### config.mk
export PLATFORM = sky130hd
export DESIGN_NAME = bus_arbiter
export DESIGN_NICKNAME = d
export VERILOG_FILES = /design/src/rtl/bus_arbiter_pkg.sv /design/src/rtl/bus_arbiter_id_fifo.sv /design/src/rtl/bus_arbiter.sv
export SDC_FILE = /design/constraint.sdc
export NUM_CORES = 1
export LEC_CHECK = 0
export ABC_AREA = 1
export CORE_AREA = 2 2 120 122
export DETAILED_ROUTE_END_ITERATION = 10
export DIE_AREA = 0 0 122 124
export PLACE_DENSITY_LB_ADDON = 0.2
export SYNTH_ARGS = -nofsm -noshare
export SYNTH_HDL_FRONTEND = slang
export SYNTH_HIERARCHICAL = 1
export SYNTH_SLANG_ARGS = --single-unit
### constraint.sdc
create_clock -name clk_i -period 2.75 [get_ports clk_i]
set_input_delay 0.825 -clock clk_i [delete_from_list [all_inputs] [get_ports clk_i]]
set_output_delay 0.825 -clock clk_i [all_outputs]
set_load 0.005 [all_outputs]
### src/rtl/bus_arbiter_pkg.sv
// Shared types for the bus arbiter: FSM state encoding, the requester-index
// type carried through the grant register and the outstanding-response FIFO,
// and a small wrap-around helper used by the round-robin pointer.
package bus_arbiter_pkg;

    // Width of a requester index; sized for up to 16 requesters.
    localparam int IdxWidth = 4;

    typedef logic [IdxWidth-1:0] req_idx_t;

    typedef enum logic {
        ARB  = 1'b0,
        HOLD = 1'b1
    } arb_state_e;

    // Next requester index after idx, wrapping back to zero at num_req.
    function automatic req_idx_t next_idx(input req_idx_t idx, input int num_req);
        req_idx_t result;
        if (int'(idx) + 1 >= num_req) begin
            result = '0;
        end else begin
            result = idx + req_idx_t'(1);
        end
        return result;
    endfunction

endpackage

### src/rtl/bus_arbiter_id_fifo.sv
// Outstanding-request FIFO for the bus arbiter. Each accepted request pushes
// the index of the requester that issued it; each responder strobe pops the
// head so the response can be routed back in acceptance order.
// Depth must be a power of two (at least 2) so the pointers wrap naturally.
module bus_arbiter_id_fifo
    import bus_arbiter_pkg::*;
#(
    parameter int Depth = 4
) (
    input  logic     clk_i,
    input  logic     rst_ni,
    input  logic     push,
    input  req_idx_t push_idx,
    input  logic     pop,
    output logic     full,
    output logic     empty,
    output req_idx_t head
);

    localparam int PtrW = (Depth > 1) ? $clog2(Depth) : 1;
    localparam int CntW = $clog2(Depth) + 1;
    localparam logic [CntW-1:0] FullCount = CntW'(Depth);

    req_idx_t        slots_q [Depth];
    logic [PtrW-1:0] wr_ptr_q;
    logic [PtrW-1:0] rd_ptr_q;
    logic [CntW-1:0] count_q;
    logic            do_push;
    logic            do_pop;

    // Full and empty come straight from the registered count, so a pop in the
    // same cycle never opens room for a push while full.
    always_comb begin
        full    = (count_q == FullCount);
        empty   = (count_q == '0);
        do_push = push && !full;
        do_pop  = pop && !empty;
        head    = slots_q[rd_ptr_q];
    end

    // Pointer and occupancy bookkeeping; a simultaneous push and pop leaves
    // the count unchanged.
    always_ff @(posedge clk_i or negedge rst_ni) begin
        if (!rst_ni) begin
            wr_ptr_q <= '0;
            rd_ptr_q <= '0;
            count_q  <= '0;
        end else begin
            if (do_push) begin
                wr_ptr_q <= wr_ptr_q + 1'b1;
            end
            if (do_pop) begin
                rd_ptr_q <= rd_ptr_q + 1'b1;
            end
            unique case ({do_push, do_pop})
                2'b10:   count_q <= count_q + 1'b1;
                2'b01:   count_q <= count_q - 1'b1;
                default: count_q <= count_q;
            endcase
        end
    end

    // Slot storage needs no reset; only slots behind valid pointers are read.
    always_ff @(posedge clk_i) begin
        if (do_push) begin
            slots_q[wr_ptr_q] <= push_idx;
        end
    end

endmodule

### src/rtl/bus_arbiter.sv
// Multi-requester arbiter in front of a single shared memory responder.
// A winner is chosen combinationally and forwarded with zero latency; if the
// responder stalls, the grant is locked until it accepts. Accepted requester
// indices are queued so in-order responses can be routed back.
// Optional build macro: BUS_ARBITER_ROUND_ROBIN_EN selects round-robin
// arbitration; without it the lowest-index valid requester always wins.
module bus_arbiter
    import bus_arbiter_pkg::*;
#(
    parameter int AddrWidth      = 32,
    parameter int DataWidth      = 32,
    parameter int NumReq         = 2,
    parameter int MaxOutstanding = 4
) (
    input  logic                                 clk_i,
    input  logic                                 rst_ni,
    input  logic [NumReq-1:0]                    req_valid_i,
    output logic [NumReq-1:0]                    req_ready_o,
    input  logic [NumReq-1:0][AddrWidth-1:0]     req_addr_i,
    input  logic [NumReq-1:0][DataWidth-1:0]     req_wdata_i,
    input  logic [NumReq-1:0][DataWidth/8-1:0]   req_wmask_i,
    output logic [NumReq-1:0][DataWidth-1:0]     req_rdata_o,
    output logic [NumReq-1:0]                    req_rvalid_o,
    output logic                                 mem_valid_o,
    input  logic                                 mem_ready_i,
    output logic [AddrWidth-1:0]                 mem_addr_o,
    output logic [DataWidth-1:0]                 mem_wdata_o,
    output logic [DataWidth/8-1:0]               mem_wmask_o,
    input  logic [DataWidth-1:0]                 mem_rdata_i,
    input  logic                                 mem_rvalid_i,
    output logic                                 err_o
);

    arb_state_e state_q;
    req_idx_t   gnt_q;
    req_idx_t   winner;
    req_idx_t   grant_idx;
    logic       winner_found;
    logic       any_valid;
    logic       accept;
    logic       pop;
    logic       fifo_full;
    logic       fifo_empty;
    req_idx_t   fifo_head;
    logic       err_q;

`ifdef BUS_ARBITER_ROUND_ROBIN_EN
    req_idx_t          rr_q;
    logic [NumReq-1:0] rotated;
    int                cand;

    // Round-robin pick: rotate the request vector so rr_q sits at bit 0, take
    // the first set bit, then map the position back to a requester index.
    always_comb begin
        winner       = '0;
        winner_found = 1'b0;
        cand         = 0;
        rotated      = NumReq'({req_valid_i, req_valid_i} >> rr_q);
        for (int i = 0; i < NumReq; i++) begin
            if (!winner_found && rotated[i]) begin
                winner_found = 1'b1;
                cand         = int'(rr_q) + i;
                if (cand >= NumReq) begin
                    cand = cand - NumReq;
                end
                winner = req_idx_t'(cand);
            end
        end
    end

    // The pointer moves just past whichever requester was accepted.
    always_ff @(posedge clk_i or negedge rst_ni) begin
        if (!rst_ni) begin
            rr_q <= '0;
        end else if (accept) begin
            rr_q <= next_idx(grant_idx, NumReq);
        end
    end
`else
    // Fixed-priority pick: the lowest-index valid requester wins.
    always_comb begin
        winner       = '0;
        winner_found = 1'b0;
        for (int i = 0; i < NumReq; i++) begin
            if (!winner_found && req_valid_i[i]) begin
                winner_found = 1'b1;
                winner       = req_idx_t'(i);
            end
        end
    end
`endif

    // Grant selection and request qualification; nothing is offered while in
    // reset, and in ARB a full FIFO blocks any new grant.
    always_comb begin
        any_valid   = |req_valid_i;
        grant_idx   = (state_q == HOLD) ? gnt_q : winner;
        mem_valid_o = 1'b0;
        if (rst_ni) begin
            unique case (state_q)
                ARB:     mem_valid_o = any_valid && !fifo_full;
                HOLD:    mem_valid_o = 1'b1;
                default: mem_valid_o = 1'b0;
            endcase
        end
        accept = mem_valid_o && mem_ready_i;
        pop    = mem_rvalid_i && !fifo_empty;
    end

    // Forward the granted requester's payload and steer accept back to it.
    always_comb begin
        mem_addr_o  = '0;
        mem_wdata_o = '0;
        mem_wmask_o = '0;
        req_ready_o = '0;
        for (int i = 0; i < NumReq; i++) begin
            if (grant_idx == req_idx_t'(i)) begin
                mem_addr_o     = req_addr_i[i];
                mem_wdata_o    = req_wdata_i[i];
                mem_wmask_o    = req_wmask_i[i];
                req_ready_o[i] = accept;
            end
        end
    end

    // Responses go to the requester at the FIFO head; data is broadcast.
    always_comb begin
        req_rvalid_o = '0;
        for (int i = 0; i < NumReq; i++) begin
            req_rdata_o[i] = mem_rdata_i;
            if (fifo_head == req_idx_t'(i)) begin
                req_rvalid_o[i] = pop;
            end
        end
    end

    // Grant-lock FSM plus the sticky flag for responses nobody is waiting for.
    always_ff @(posedge clk_i or negedge rst_ni) begin
        if (!rst_ni) begin
            state_q <= ARB;
            gnt_q   <= '0;
            err_q   <= 1'b0;
        end else begin
            unique case (state_q)
                ARB: begin
                    if (mem_valid_o && !mem_ready_i) begin
                        state_q <= HOLD;
                        gnt_q   <= winner;
                    end
                end
                HOLD: begin
                    if (mem_ready_i) begin
                        state_q <= ARB;
                    end
                end
                default: state_q <= ARB;
            endcase
            if (mem_rvalid_i && fifo_empty) begin
                err_q <= 1'b1;
            end
        end
    end

    assign err_o = err_q;

    bus_arbiter_id_fifo #(
        .Depth (MaxOutstanding)
    ) u_id_fifo (
        .clk_i    (clk_i),
        .rst_ni   (rst_ni),
        .push     (accept),
        .push_idx (grant_idx),
        .pop      (pop),
        .full     (fifo_full),
        .empty    (fifo_empty),
        .head     (fifo_head)
    );

endmodule
* Yosys cells after proc, flatten, opt, wreduce, memory -nomap -nowiden
Memory sizes are Yosys's and may differ from the RTL's.
Cells that the tools add are included.
** Cells by class
- Add/sub/neg operators :: 4
- $mul :: 0
- Div/mod/pow operators :: 0
- Magnitude comparators :: 0
- Eq/ne operators :: 5
- Shifts and indexed selects :: 0
- Mux-type cells :: 21
- Bitwise operators :: 1
- Reduce and logical (&&, ||, !) cells :: 18
** Operator list (number)
- 2-to-1 mux 32 bit :: 4
- 2-to-1 mux 4 bit :: 3
- 2-to-1 mux 1 bit :: 11
- equality test 4 x 1 -> 1 bit (second input constant) :: 2
- logical AND 1 bit :: 8
- logical NOT 4 bit :: 2
- case mux 3 bit (2 select lines) :: 1
- adder 2 x 1 -> 2 bit (second input constant) :: 2
- logical NOT 1 bit :: 4
- case mux 1 bit (2 select lines) :: 2
- adder 3 x 1 -> 3 bit (second input constant) :: 1
- equality test 3 bit (second input constant) :: 1
- logical NOT 3 bit :: 1
- subtractor 3 x 1 -> 3 bit (second input constant) :: 1
- equality test 2 x 1 -> 1 bit (second input constant) :: 1
- equality test 2 bit (second input constant) :: 1
- AND reduction 2 bit :: 1
- nonzero test 2 bit :: 1
- OR reduction 2 bit :: 1
- inverter 1 bit :: 1
** Word-level totals
- Register bits after elaboration :: 13
- Bits in latches :: 0
- Memory bits (writable) :: 16
- Memory bits (read-only) :: 0
- Input bits :: 174
- Logic and storage cells :: 56
- Memories kept :: 1
** Memories
- u_id_fifo.slots_q :: depth 4, width 4, read ports 1, clocked after Yosys merged registers in 0, wr ports 1, line bus_arbiter_id_fifo.sv:24 : req_idx_t slots_q [Depth];

* Depth between registers and ports, before layout
Gate-level depths: netlist of the first run.
- Depth in word-level cells :: 9
- Mapped depth :: 17
- Gate-level depth less buffers :: 17

* By module
The synthesis of the first run kept the hierarchy.
** Modules (own cells, without submodules)
- bus_arbiter :: times used 1, cells each 322, area an instance 1562.7 um2, sequential area each 75.1 um2
- bus_arbiter_id_fifo :: times used 1, cells each 107, area an instance 1103.6 um2, sequential area each 655.6 um2

* Worst setup path after synthesis of the first run
No wires, ideal clock.
- Path type :: input to output
- Start point :: in req_valid_i[1]
- End point :: out mem_addr_o[16]
- Data arrival time :: 1.513 ns
- Setup slack :: 0.412 ns
- Stages :: 7
- Buffers on the path :: 2
- Path through :: inv_1 -> o21ai_0 -> nand2_2 -> buf_4 -> buf_6 -> nand2_1 -> nand2_1
** Between the ends
- Longest elaborated chain between the ends :: 6
- Elaborated cells between the ends (all ways) :: 7
** Ends and longest elaborated chain
- start: declaration :: line bus_arbiter.sv:17 : input logic [NumReq-1:0] req_valid_i,
- logical AND 1 bit (*) :: line bus_arbiter.sv:85 : if (!winner_found && req_valid_i[i]) begin
- 2-to-1 mux 1 bit (*) :: line bus_arbiter.sv:85
- 2-to-1 mux 4 bit (*) :: line bus_arbiter.sv:97 : grant_idx = (state_q == HOLD) ? gnt_q : winner;
- logical NOT 4 bit :: line bus_arbiter.sv:117 : if (grant_idx == req_idx_t'(i)) begin
- 2-to-1 mux 32 bit :: line bus_arbiter.sv:117
- 2-to-1 mux 32 bit (*) :: line bus_arbiter.sv:117
- end: declaration :: line bus_arbiter.sv:26 : output logic [AddrWidth-1:0] mem_addr_o,
Every way passes the cells marked *; elsewhere a longest branch is shown, timed or not.

* Worst setup path after layout of the first run
- Start point :: in req_valid_i[1]
- End point :: reg gnt_q[0]
** Between the ends
- Longest elaborated chain between the ends :: 6
- Elaborated cells between the ends (all ways) :: 8
** Ends and longest elaborated chain
- OR reduction 2 bit :: line bus_arbiter.sv:96 : any_valid = |req_valid_i;
- logical AND 1 bit :: line bus_arbiter.sv:101 : ARB: mem_valid_o = any_valid && !fifo_full;
- case mux 1 bit (2 select lines) :: line bus_arbiter.sv:100 : unique case (state_q)
- 2-to-1 mux 1 bit :: line bus_arbiter.sv:99 : if (rst_ni) begin
- logical AND 1 bit :: line bus_arbiter.sv:146 : if (mem_valid_o && !mem_ready_i) begin
- AND reduction 2 bit (no line)
- end signal: assignment :: line bus_arbiter.sv:148 : gnt_q <= winner;
- end: declaration :: line bus_arbiter.sv:35 : req_idx_t gnt_q;
Parallel ways exist; a longest one is shown, timed or not.
A chain may end at the register's enable or synchronous reset.

==> impl_metrics.ini, run 1 <==
[detailed_routing]
wl_per_cell_um = 15.9
drcViolationCount = 0
vias = 3321
routed_wl_mm = 13.1
drtAntennaViolNets = 0
dr.pass1.iters = 4
drtIter0Drc = 127
vias_per_cell = 4.04

[worst_setup_path]
cp.depth = 19
worstSetupPathType = in2reg
rrSetupSlack_ns = 0.07
path_max_fanout = 2
required_ns = 2.90
crit_arrival_ns = 2.91
critPathLaunch = req_valid_i[1]
crit_path_frequent_cell = buf_4
rr_endpoint = gnt_q[0]
crit_chain = buf_6 -> buf_4 -> o21ai_2 -> nand2_2 -> buf_6 -> buf_4 -> buf_4 -> buf_4 -> buf_4 -> buf_4 -> buf_4 -> buf_4 -> buf_4 -> buf_4 -> buf_4 -> buf_4 -> buf_4 -> nand4_1 -> nand2_1
crit_path_end = gnt_q[0]
cp-start-kind = input pin
timing.rr.start = u_id_fifo/count_q[1]
max_stage_delay_ns = 0.13
path_delay_family = buffers and inverters
cp_slowest_cell = buf_4
cp_num_buf_inv = 15
r2r_cells = 21
endpoint_kind = flip-flop

[layout]
fin_nets = 823
num_antenna_cells = 0
layout-drive-gt1-share_pct = 23.2
syn2layout_area_growth_pct = 99.9

[pwr]
power_mw = 2.96
powerDensity_nw_per_um2 = 555
p_leak_nw = 2.70
ir_worst_vdd_v = 0.000219

[yosys]
yosys.area_share.simple_pct = 39.6
synth_common_cells = nand2_1, buf_4, inv_1, edfxtp_1, buf_2
synth_most_common_cell = nand2_1
synth_top_area_share_pct = 33.9
synth_compound_area_share_pct = 3.28
ys.flop_type = edfxtp_1
synth_area_per_cell_um2 = 6.22
synth_fa_ha_area_share_pct = 3.10
syn_inst = 429
muxShareOfSynthArea_pct = 0
synth_xor_area_share_pct = 0.328
synth_edf_count = 16
yosysWarningCount = 6
synth_area_um2 = 2670
synth_top_area_cell = nand2_1
ys_types = 24
synth_top_family_by_area = simple AND/OR/NAND/NOR gates
yosysSeqAreaShare_pct = 27.4
synth-seq-cells = 26
synthArstFlopShare_pct = 38.5
yosys-top-cells-area = nand2_1, buf_4, edfxtp_1

[cts]
insertion_delay_ns = 0.26
cts_buffers = 3
clkSlewWorstSetupHoldPaths_ns = 0.06
cts_tree = yes
clock_sinks = 26
clockBufferDepth = 2
htreeDepth = 1
cts_hold_buf = 0
cts_root_buf = clkbuf_16

[sta]
fin_skew_ns = 0.00422
setup_tns_ns = -0.0177
fin_ws_ns = -0.0133
hold_violations = 0
hold_ws_ns = 0.457
drv_slew = 0
fmax_mhz = 362
rsz0062_at_grt = yes
min_period_ns = 2.76
setup_viol = 2
fin_crit_sh_pct = 100

[floorplanning]
fp.dieW_um = 122
initial_utilization_pct = 19.4
dieArea_um2 = 15100
ios = 312
core_area_um2 = 13700
num_rows = 43
dieHeight_um = 124

[global_route]
overflow = 0
grt_max_degree = 18
antenna_found_initial = 1
grt_usage_pct = 16.3
grt_pass1_wl_mm = 18.2
grt_pass1_vias = 3187

[placement]
gp_congestion = 0.803
port_buffers = 215
dp.final_hpwl_mm = 9.24

[status]
violations = setup timing
status = complete, but fails checks

[worst_hold_path]
min_path_type = reg2reg

[job]
drv_cap = 0
-- cell families (layout without fill, tap and decap cells) --
kind of cell	count (synthesis)	in the layout
AND/OR/NAND/NOR	269	269
buffers and inverters	113	315
flip-flops	26	26
AO/OA/AOI/OAI	13	13
adder cells (fa/ha/maj)	6	6
other	1	12
XOR/XNOR	1	1
-- placed cells by master, fill, tap and decap left out, types with 6 or more instances in the layout --
| cell | count |
|---|---|
| dlygate4sd2_1 | 17 |
| clkdlybuf4s50_1 | 138 |
| buf_4 | 32 |
| clkbuf_2 | 8 |
| clkdlybuf4s15_1 | 10 |
| nor2_1 | 10 |
| buf_2 | 38 |
| conb_1 | 12 |
| buf_12 | 13 |
| nand2_2 | 19 |
| buf_16 | 8 |
| buf_6 | 6 |
| inv_1 | 28 |
| edfxtp_1 | 16 |
| dfrtp_1 | 10 |
| nand2_1 | 221 |
| o211ai_1 | 8 |
-- through the flow --
| stage | std cells | setup WS (ns) | instance area [um^2] | util [%] |
|---|---|---|---|---|
| final | 822 | -0.0133 | 5330 | 38.9 |
| after global routing | 822 | -0.0658 | 5330 | 38.9 |
| after CTS | 815 | -0.0376 | 5170 | 37.7 |
| after detailed placement | 776 | -0.749 | 4700 | 34.3 |
| after global placement | 776 | -0.771 | 4700 | 34.3 |
| after floorplan | 440 | 0.412 | 2710 | - |
-- layer usage --
metal  global-route usage, %  vias to the layer above  wire, um
met1                    21.4                     1480      5650
met2                    26.6                      161      6190
met5                       0                        -        10
li1                        -                     1658         -
met4                    2.80                        2       124
met3                    5.45                       20      1120
-- power by group --
group / leakage (nW) / switching (mW) / internal (mW)
logic: 2.40 / 0.956 / 1.11
clock network: 0.0385 / 0.124 / 0.194
registers: 0.266 / 0.0705 / 0.505
-- final cells by class --
cell class | count | area, um^2
Timing Repair Buffer | 277 | 2790
Fill cell | 1477 | 8390
Tap cell | 180 | 225
Inverter | 34 | 133
Sequential cell | 26 | 731
Multi-Input combinational cell | 301 | 1380
Clock buffer | 3 | 75.1
Clock inverter | 1 | 3.75
-- timing repair --
action / in CTS / in global routing
buffers inserted: 26 / 5
pin swaps: 10 / 12
gates cloned: 9 / 2
resized for setup: 242 / 39
setup endpoints to repair: 75 / 50
-- worst min-delay path by stage --
stage | end | cells after the start | slack, ns | start
final | err_o | 1 | 0.46 | err_o
after global routing | err_o | 1 | 0.48 | err_o
after CTS | err_o | 1 | 0.46 | err_o
after detailed placement | err_o | 1 | 0.45 | err_o
after global placement | err_o | 1 | 0.44 | err_o
after floorplan | u_id_fifo/count_q[0] | 1 | 0.45 | u_id_fifo/count_q[0]
-- flip-flops by register name, summed over array words and instances (netlist names) --
| name | flops |
|---|---|
| u_id_fifo/slots_q | 16 |
| u_id_fifo/count_q | 3 |
| u_id_fifo/rd_ptr_q | 2 |
| u_id_fifo/wr_ptr_q | 2 |
| err_o | 1 |
| gnt_q | 1 |
| state_q | 1 |
-- worst register-to-register path, delay by kind of cell, from the launching register on --
kind	cells	cell delay (ns)
buf+inv	16	1.83
compound gates	1	0.06
simple gates	4	0.31
flops	1	0.40
Power figures use the tool's default switching activity.
==> run 2: changes to the inputs <==
ABC_AREA = unset   (was 1)
CTS_BUF_LIST = sky130_fd_sc_hd__clkbuf_16   (was unset)
clock period = 2.5 ns   (was 2.75 ns; I/O delays follow)
==> impl_metrics.ini, run 2 <==
[sta]
drv_slew = 0
hold_violations = 0
fin_skew_ns = 0.00252
fmax_mhz = 356
relSlewSlack_pct = 66.7
fin_crit_sh_pct = 112
setup_viol = 73
tightest_slew_ns = 0.496
rsz0062_at_grt = yes
min_period_ns = 2.81
hold_ws_ns = 0.476
fin_ws_ns = -0.310

[layout]
final_common_cell = clkdlybuf4s50_1
reg_top3 = u_id_fifo/slots_q: 16 flops, u_id_fifo/count_q: 3 flops
layout.area.seq_um2 = 732
final_cell_mix = clkdlybuf4s50_1, buf_6, mux2_4, buf_4, edfxtp_1
layout-drive-gt1-share_pct = 55.0
fin_nets = 643
top_register = u_id_fifo/slots_q
utilization_pct = 42.3
largest_reg_flops = 16
multi_input_area_um2 = 1590
syn2layout_area_growth_pct = 127
fill_cells = 1279

[detailed_routing]
drtIter0Drc = 84
vias = 2538
wl_per_cell_um = 18.7
routed_wl_mm = 12.1
drcViolationCount = 0
dr.pass1.iters = 6
vias_per_cell = 3.93
drtAntennaViolNets = 0

[yosys]
synth_top_area_cell = mux2_2
synthArstFlopShare_pct = 38.5
synth_area_um2 = 2560
yosys-top-cells-area = mux2_2, buf_4, edfxtp_1
yosysSeqAreaShare_pct = 28.6
synth_area_per_cell_um2 = 11.4
synth_common_cells = mux2_2, buf_4, edfxtp_1, dfrtp_1, inv_1
syn_inst = 224
synth_most_common_cell = mux2_2
synth_top_area_share_pct = 29.9
synth_edf_count = 16
ys.flop_type = edfxtp_1
ys_types = 33
synth-seq-cells = 26
yosysWarningCount = 6

[cts]
htreeDepth = 1
insertion_delay_ns = 0.25
clkSlewWorstSetupHoldPaths_ns = 0.06
cts_tree = yes
clockBufferDepth = 2
clock_sinks = 26
cts_root_buf = clkbuf_16
cts_hold_buf = 0
cts_buffers = 3

[pwr]
p_leak_nw = 2.61
powerDensity_nw_per_um2 = 604
power_mw = 3.50
ir_worst_vdd_v = 0.000226

[worst_setup_path]
worstSetupPathType = in2out
max_stage_delay_ns = 0.29
crit_path_frequent_cell = buf_6
crit_arrival_ns = 2.06
path_max_fanout = 6
endpoint_kind = primary output
required_ns = 1.75
crit_chain = buf_6 -> nand2b_4 -> o21ai_4 -> buf_6 -> buf_12 -> buf_16 -> buf_4 -> mux2_4 -> buf_6
cp-start-kind = input pin
cp_slowest_cell = mux2_4

[global_route]
grt_max_degree = 16
grt_pass1_wl_mm = 16.3
overflow = 0
grt_pass1_vias = 2750
antenna_found_initial = 5
grt_usage_pct = 14.8

[status]
status = complete, but fails checks
violations = setup timing

[floorplanning]
core_area_um2 = 13700
dieHeight_um = 124
dieArea_um2 = 15100
num_rows = 43
initial_utilization_pct = 18.6
fp.dieW_um = 122
ios = 312

[placement]
gp_congestion = 0.763
port_buffers = 215
dp.final_hpwl_mm = 9.00

[worst_hold_path]
min_path_type = reg2reg

[job]
drv_cap = 0
==> run 2: through the flow <==
stage / instances / worst slack (ns) / TNS [ns] / cell area, um^2
after floorplan: 235 / -0.0420 / -0.0420 / 2610
after global placement: 581 / -0.997 / -70.26 / 4620
after detailed placement: 581 / -1.01 / -70.63 / 4620
after CTS: 643 / -0.435 / -20.71 / 5750
after global routing: 642 / -0.345 / -17.81 / 5790
final: 645 / -0.310 / -14.32 / 5800
==> run 2: cell families after synthesis <==
logic type,share of synthesized area [%]
flip-flops,28.6
XOR/XNOR,2.06
AND/OR/NAND/NOR,5.38
other,0.147
multiplexers,34.4
buffers and inverters,23.4
AO/OA/AOI/OAI,2.79
adder cells (fa/ha/maj),3.23
==> run 2: what timing repair did <==
action | in CTS | in global routing
endpoints found under the setup margin | 75 | 75
setup buffers | 52 | 8
resized for setup | 472 | 40
hold endpoints to repair | 0 | 0
pin swaps | 10 | 4
cloned | 6 | 0
==> run 2: area by class of cell <==
type | instances | area share, %
antenna | 3 | 0.129
multi-input combinational | 128 | 27.4
timing repair buffer | 295 | 53.6
inverter | 9 | 0.582
sequential | 26 | 12.6
clock inverter | 1 | 0.518
clock buffer | 3 | 1.29
tap | 180 | 3.88
==> run 2: worst paths after layout <==
path / slack [ns] / cells past startpoint / endpoint / start
setup / recovery: -0.31 / 9 / mem_wdata_o[2] / req_valid_i[0]
hold / removal: 0.48 / 1 / err_o / err_o
setup reg to reg: -0.06 / 14 / u_id_fifo/count_q[2] / u_id_fifo/count_q[0]
hold reg to reg: 0.48 / 1 / err_o / err_o
max in group asynchronous: 1.66 / 3 / u_id_fifo/rd_ptr_q[0] / rst_ni
min in group asynchronous: 0.68 / 3 / err_o / rst_ni
==> run 2: worst max-delay path: cells and delay by family <==
family,cells,cell delay (ns)
AO/OA/AOI/OAI,1,0.16
buffers and inverters,6,0.71
multiplexers,1,0.29
AND/OR/NAND/NOR,1,0.14
==> run 2: routing by layer <==
metal / part of all wire, % / GRT usage, % / vias to the layer above
met2: 45 / 22.2 / 128
li1: - / - / 1188
met1: 42 / 19.2 / 1179
met4: 2.1 / 3.88 / 4
met5: 0.17 / 0 / -
met3: 11 / 6.96 / 39
==> run 2: power by group <==
part | switching [mW] | leakage, nW | internal [mW]
clock network | 0.134 | 0.0511 | 0.318
logic | 0.791 | 2.29 | 1.62
registers | 0.0734 | 0.260 | 0.569
total | 0.999 | 2.61 | 2.51
==> run 3: changes to the inputs <==
--- a/config.mk
+++ b/config.mk
@@ -7,2 +7,3 @@
 export LEC_CHECK = 0
+export ABC_CLOCK_PERIOD_IN_PS = 2500
 export CORE_AREA = 2 2 120 122
--- a/constraint.sdc
+++ b/constraint.sdc
@@ -3,2 +3,2 @@
 set_output_delay 0.75 -clock clk_i [all_outputs]
-set_load 0.005 [all_outputs]
+set_load 0.02 [all_outputs]
==> impl_metrics.ini, run 3 (synthesized netlist as in run 2, its figures left out) <==
[layout]
layout-drive-gt1-share_pct = 53.8
multi_input_area_um2 = 1540
layout.area.seq_um2 = 732
num_antenna_cells = 0
top_register = u_id_fifo/slots_q
fill_cells = 1335
reg_top3 = u_id_fifo/slots_q: 16 flops, u_id_fifo/count_q: 3 flops
syn2layout_area_growth_pct = 118
fin_nets = 629
final_area_um2 = 5570
largest_reg_flops = 16
final_common_cell = clkdlybuf4s50_1
final_cell_mix = clkdlybuf4s50_1, buf_6, mux2_4, buf_4, edfxtp_1

[job]
drv_cap = 0

[worst_setup_path]
endpoint_kind = primary output
required_ns = 1.75
worstSetupPathType = in2out
cp-start-kind = input pin
path_max_fanout = 6
crit_arrival_ns = 2.07

[cts]
cts_tree = yes
cts_hold_buf = 0
clkSlewWorstSetupHoldPaths_ns = 0.07
clockBufferDepth = 2
cts_buffers = 3
cts_root_buf = clkbuf_16
insertion_delay_ns = 0.26
clock_sinks = 26
htreeDepth = 1

[status]
status = complete, but fails checks
violations = setup timing

[detailed_routing]
vias = 2490
drtIter0Drc = 67
drcViolationCount = 0
wl_per_cell_um = 19.2
vias_per_cell = 3.96
dr.pass1.iters = 4
routed_wl_mm = 12.1
drtAntennaViolNets = 0

[pwr]
p_switching_mw = 1.20
power.clock.fraction_pct = 12.8
switching_share_pct = 33.3
share_comb_of_total_power_pct = 69.3
ir_worst_vdd_v = 0.000291
pwr-share-seq_pct = 17.9
p_int_mw = 2.41
powerDensity_nw_per_um2 = 650
p_leak_nw = 2.47
power_mw = 3.62

[floorplanning]
core_area_um2 = 13700
ios = 312
dieArea_um2 = 15100
num_rows = 43
initial_utilization_pct = 18.6
dieHeight_um = 124
fp.dieW_um = 122

[sta]
setup_tns_ns = -17.35
drv_slew = 0
fin_ws_ns = -0.325
min_period_ns = 2.82
hold_violations = 0
fin_crit_sh_pct = 113
hold_ws_ns = 0.468
fin_skew_ns = 0.00440
setup_viol = 73
rsz0062_at_grt = yes
fmax_mhz = 354

[global_route]
grt_max_degree = 16
grt_usage_pct = 14.7
grt_pass1_vias = 2618
grt_pass1_wl_mm = 16.1
overflow = 0
antenna_found_initial = 1

[placement]
dpl_cell_area_um2 = 4700
port_buffers = 215
gp_congestion = 0.698
dp.final_hpwl_mm = 9.38

[worst_hold_path]
min_path_type = reg2reg
## run 3: changes by cell type in the layout (fill, tap and decap cells not counted), moves of 2 or more
cell       change
diode_2        -3
mux2_4        -12
clkbuf_16      +2
buf_4         +12
buf_2          +6
buf_6         -34
clkbuf_2       -2
mux2_2        +12
## run 3: what timing repair did
action | in CTS | in global routing
pin swaps | 9 | 2
setup buffers | 20 | 15
setup endpoints to repair | 75 | 74
gates resized for setup | 443 | 33
cloned | 6 | 2
## run 3: worst paths after layout
| check | startpoint | end | slack (ns) | cells past startpoint |
|---|---|---|---|---|
| worst min register to register | err_o | err_o | 0.47 | 1 |
| max in group asynchronous | rst_ni | u_id_fifo/rd_ptr_q[0] | 1.70 | 2 |
| worst max-delay path | req_valid_i[0] | mem_wmask_o[2] | -0.32 | 9 |
| min in group asynchronous | rst_ni | u_id_fifo/count_q[2] | 0.63 | 2 |
| worst max register to register | u_id_fifo/count_q[0] | u_id_fifo/count_q[2] | -0.08 | 14 |
| worst min-delay path | err_o | err_o | 0.47 | 1 |
## run 3: final cells by class
type	instances	area share [%]
sequential	26	13.1
tap	180	4.05
clock inverter	1	0.539
multi-input combinational	128	27.7
clock buffer	3	1.35
timing repair buffer	281	52.5
inverter	9	0.652
## run 3: routing by layer
layer,global-route usage (%),up-vias,wire length [um]
met5,0,-,11
met1,18.8,1157,4840
met4,5.17,2,284
li1,-,1157,-
met3,4.03,28,1180
met2,23.7,146,5740
## run 3: power by group through the flow
stage / Clock (mW) / Sequential, mW / Combinational, mW
floorplan: 0 / 0.647 / 1.19
global placement: 0 / 0.653 / 1.92
detailed placement: 0 / 0.659 / 1.94
CTS: 0.478 / 0.651 / 2.42
global route: 0.493 / 0.667 / 2.67
finish: 0.463 / 0.649 / 2.50
## run 3: worst max-delay path, cell delays in order
cell	delay [ns]
buf_6	0.09
nand2b_4	0.13
o21ai_4	0.14
buf_12	0.13
buf_12	0.11
buf_16	0.12
buf_8	0.11
mux2_4	0.34
buf_6	0.14
## run 3: stage by stage
step / cells / setup slack, ns / util, %
after floorplan: 235 / -0.0420 / -
after global placement: 584 / -1.08 / 34.2
after detailed placement: 584 / -1.06 / 34.2
after CTS: 614 / -0.358 / 39.2
after global routing: 628 / -0.360 / 40.6
final: 628 / -0.325 / 40.6
==> variant 1: new RTL, flow settings as in run 2 <==
Build with the macro `BUS_ARBITER_ROUND_ROBIN_EN` defined.
--- a/src/rtl/bus_arbiter.sv
+++ b/src/rtl/bus_arbiter.sv
@@ -5,4 +5,6 @@
 // Optional build macro: BUS_ARBITER_ROUND_ROBIN_EN selects round-robin
 // arbitration; without it the lowest-index valid requester always wins.
+`define BUS_ARBITER_ROUND_ROBIN_EN
+
 module bus_arbiter
     import bus_arbiter_pkg::*;
Formal check against the unedited RTL: not equivalent (a bounded check fails within 4 cycles, from zero or initial values and one cycle with rst_ni low).
==> variant 1 against run 2 <==
The flow still finishes with violations (negative setup slack); global-route usage increased by 5.5 points; synthesized area rose by 40%; first-iteration DRC count up 19%; non-clock buffer count up 46; combinational power is 120% higher; clock skew up 0.0022 ns; setup slack worse by 1.1 ns; sequential cell count increased by 7; count of clock-buffer cells in the layout rose by 2; wire length increased by 35%; register-to-register slack lost 0.30 ns; via count is 57% higher; design area up 22%; total power rose by 95%; largest cell class unchanged; highest routed layer is now met4.
==> variant 1: results <==
metrics = {
    "run_status": {
        "status": "finished, violations left",
        "violations": "negative setup slack",
    },
    "setup_path": {
        "max_stage_delay_ns": 0.44,
        "slowest_stage": "dfrtp_2",
    },
    "layout": {
        "nNonClkInverters": 14,
        "clock_area_share_pct": 1.969,
        "multi_input_area_sq_mm": 0.002537,
        "fin_cells": 823,
        "sh_seq_area_pct": 12.91,
        "fillers": 1313,
    },
    "route": {
        "met3_length_um": 1528,
        "met2_length_um": 8316,
        "wl_per_cell_um": 19.78,
    },
    "place": {
        "placed_area_sq_mm": 0.006133,
        "gp_congestion": 0.8421,
        "dp_slack_ns": -2.006,
        "dp_cells": 761,
    },
    "global_route": {
        "grt_max_degree": 49,
        "grt_pass1_wl_um": 23260,
        "grt_antenna_before_repair": 0,
        "track_usage_pct": 20.35,
    },
    "pwr": {
        "combPwrFrac_pct": 79.2,
        "irDropWorstVdd_mv": 0.4155,
    },
    "synth": {
        "synthTopCellsByCount": "72 x nor3b_1, 69 x a22oi_1, 64 x buf_4",
        "synth_area_per_cell_sq_um": 9.208,
        "synthArstFlopShare_pct": 51.52,
        "synthFlopType": "dfrtp_1",
        "netlist_top_cells_area": "nor3b_1 15%, a22oi_1 14%, buf_4 13%",
    },
    "clocking": {
        "clk_latency_ns": 0.28,
        "numCtsBuffers": 5,
        "cts_setup_buffers": 32,
    },
    "sta": {
        "holdWs_ns": 0.4740,
        "finalSetupViolations": 74,
        "setup_tns_ns": -95.27,
        "skew_ns": 0.004757,
        "worst_slack_ns": -1.439,
    },
}
[variant 1: cell types whose count changed after synthesis, moves of 5 or more]
cell | before | now
a22oi_1 | 0 | 69
clkbuf_1 | 0 | 24
dfrtp_1 | 10 | 17
ha_1 | 5 | 14
inv_1 | 9 | 14
mux2_2 | 68 | 3
nand2_1 | 2 | 8
nor2_1 | 3 | 17
nor3b_1 | 0 | 72
[variant 1: final timing paths]
check,from,endpoint,depth (start not counted)
max,rr_q[1],mem_addr_o[13],17
min,err_o,err_o,1
max reg2reg,rr_q[1],rr_q[0],13
min reg2reg,err_o,err_o,1
max in group asynchronous,rst_ni,u_id_fifo/rd_ptr_q[0],2
min in group asynchronous,rst_ni,state_q,2
[variant 1: cell families after synthesis]
group	share of synthesized area [%]
AO/OA/AOI/OAI	19.37
XOR/XNOR	2.195
adder cells (fa/ha/maj)	5.436
buffers and inverters	19.69
flip-flops	25.23
multiplexers	4.704
AND/OR/NAND/NOR	23.38
==> variant 2: new RTL, config.mk and constraints of run 2 <==
Made on the original files. Register the output `err_o` once more, cleared by the reset; this adds one clock of latency there. The other outputs are not delayed to match.
--- a/src/rtl/bus_arbiter.sv
+++ b/src/rtl/bus_arbiter.sv
@@ -162,5 +162,11 @@
     end
 
-    assign err_o = err_q;
+    always_ff @(posedge clk_i or negedge rst_ni) begin
+        if (!rst_ni) begin
+            err_o <= '0;
+        end else begin
+            err_o <= err_q;
+        end
+    end
 
     bus_arbiter_id_fifo #(
Function: changed (a bounded check fails within 4 cycles, from zero or initial values and one cycle with rst_ni low).
==> variant 2 against run 2 <==
Fmax up 0.27%; design area down 11%; largest power group unchanged; total power down 14%; sequential cell count up 1; the run still ends with negative setup slack left; sequential power up 4.0%; synthesized area up 0.98%; hold slack worse by 0.084 ns; largest cell class unchanged; setup slack better by 0.0075 ns; wire length down 3.2%; utilization down 4.7 points; critical endpoint is now mem_addr_o[3].
==> variant 2: results <==
metrics = {
    "layout": {
        "clock_area_share_pct": 1.603,
        "buffers": 267,
        "fillers": 1411,
        "drive_gt1_share_pct": 51.72,
        "multi_input_area_sq_mm": 0.001516,
        "sh_seq_area_pct": 14.70,
        "buf_share_pct": 49.23,
        "nets": 616,
    },
    "clocking": {
        "cts_resized": 326,
        "cts_setup_buffers": 21,
    },
    "route": {
        "wirelength_um": 11690,
        "dr.pass1.iters": 4,
        "vias_per_cell": 3.917,
    },
    "place": {
        "dp_cells": 588,
        "dp_slack_ns": -0.9267,
        "gp_congestion": 0.7527,
        "hpwl_um": 9528,
    },
    "synth": {
        "yosysSeqAreaShare_pct": 29.26,
        "synth_area_per_cell_sq_um": 11.48,
        "synth-xor-area-share_pct": 2.035,
        "netlist_top_cells_area": "mux2_2 30%, buf_4 19%, edfxtp_1 19%",
        "synthTopCellsByCount": "68 x mux2_2, 64 x buf_4, 16 x edfxtp_1",
    },
    "global_route": {
        "grt_pass1_wl_um": 15590,
        "track_usage_pct": 14.22,
        "grt_antenna_before_repair": 0,
        "grt_max_degree": 17,
        "first_global_vias": 2566,
    },
    "run_status": {
        "status": "finished, violations left",
        "violations": "negative setup slack",
    },
    "worst_hold_path": {
        "holdPathEnd": "err_o",
        "hold_depth": 0,
        "hold_start": "err_q",
    },
    "pwr": {
        "p_sw_uw": 923.5,
        "irDropWorstVdd_mv": 0.2002,
        "pwr-share-seq_pct": 22.1,
        "pg_clk_uw": 365,
        "p_leak_nw": 2.274,
    },
    "setup_path": {
        "reg2reg_slack_ns": 0,
    },
    "sta": {
        "worst_slack_ns": -0.3028,
        "finalSetupViolations": 72,
        "setup_tns_ns": -14.46,
    },
}
[variant 2: changes by cell type in the layout (fill, tap and decap cells not counted), sizes merged]
cell                  run 2  this run
buf                     153       108
bufinv                    1         0
clkbuf                    5        20
clkdlybuf4s15             0         1
clkdlybuf4s50           137       138
clkinvlp                  0         1
dfrtp                    10        11
diode                     3         0
[variant 2: logic make-up (layout without fill, tap and decap cells)]
| logic type | Yosys count | count (layout) |
|---|---|---|
| AO/OA/AOI/OAI | 9 | 9 |
| adder cells (fa/ha/maj) | 6 | 6 |
| multiplexers | 74 | 74 |
| buffers and inverters | 81 | 280 |
| other | 1 | 12 |
| flip-flops | 27 | 27 |
| XOR/XNOR | 6 | 6 |
| AND/OR/NAND/NOR | 21 | 21 |
[variant 2: layer usage]
metal | part of all wire, % | track usage, % | wire length (um)
met1 | 42 | 19.27 | 4912
met2 | 49 | 23.50 | 5698
met3 | 8.5 | 3.297 | 998
met4 | 0.73 | 2.227 | 85
met5 | 0 | 0 | 0
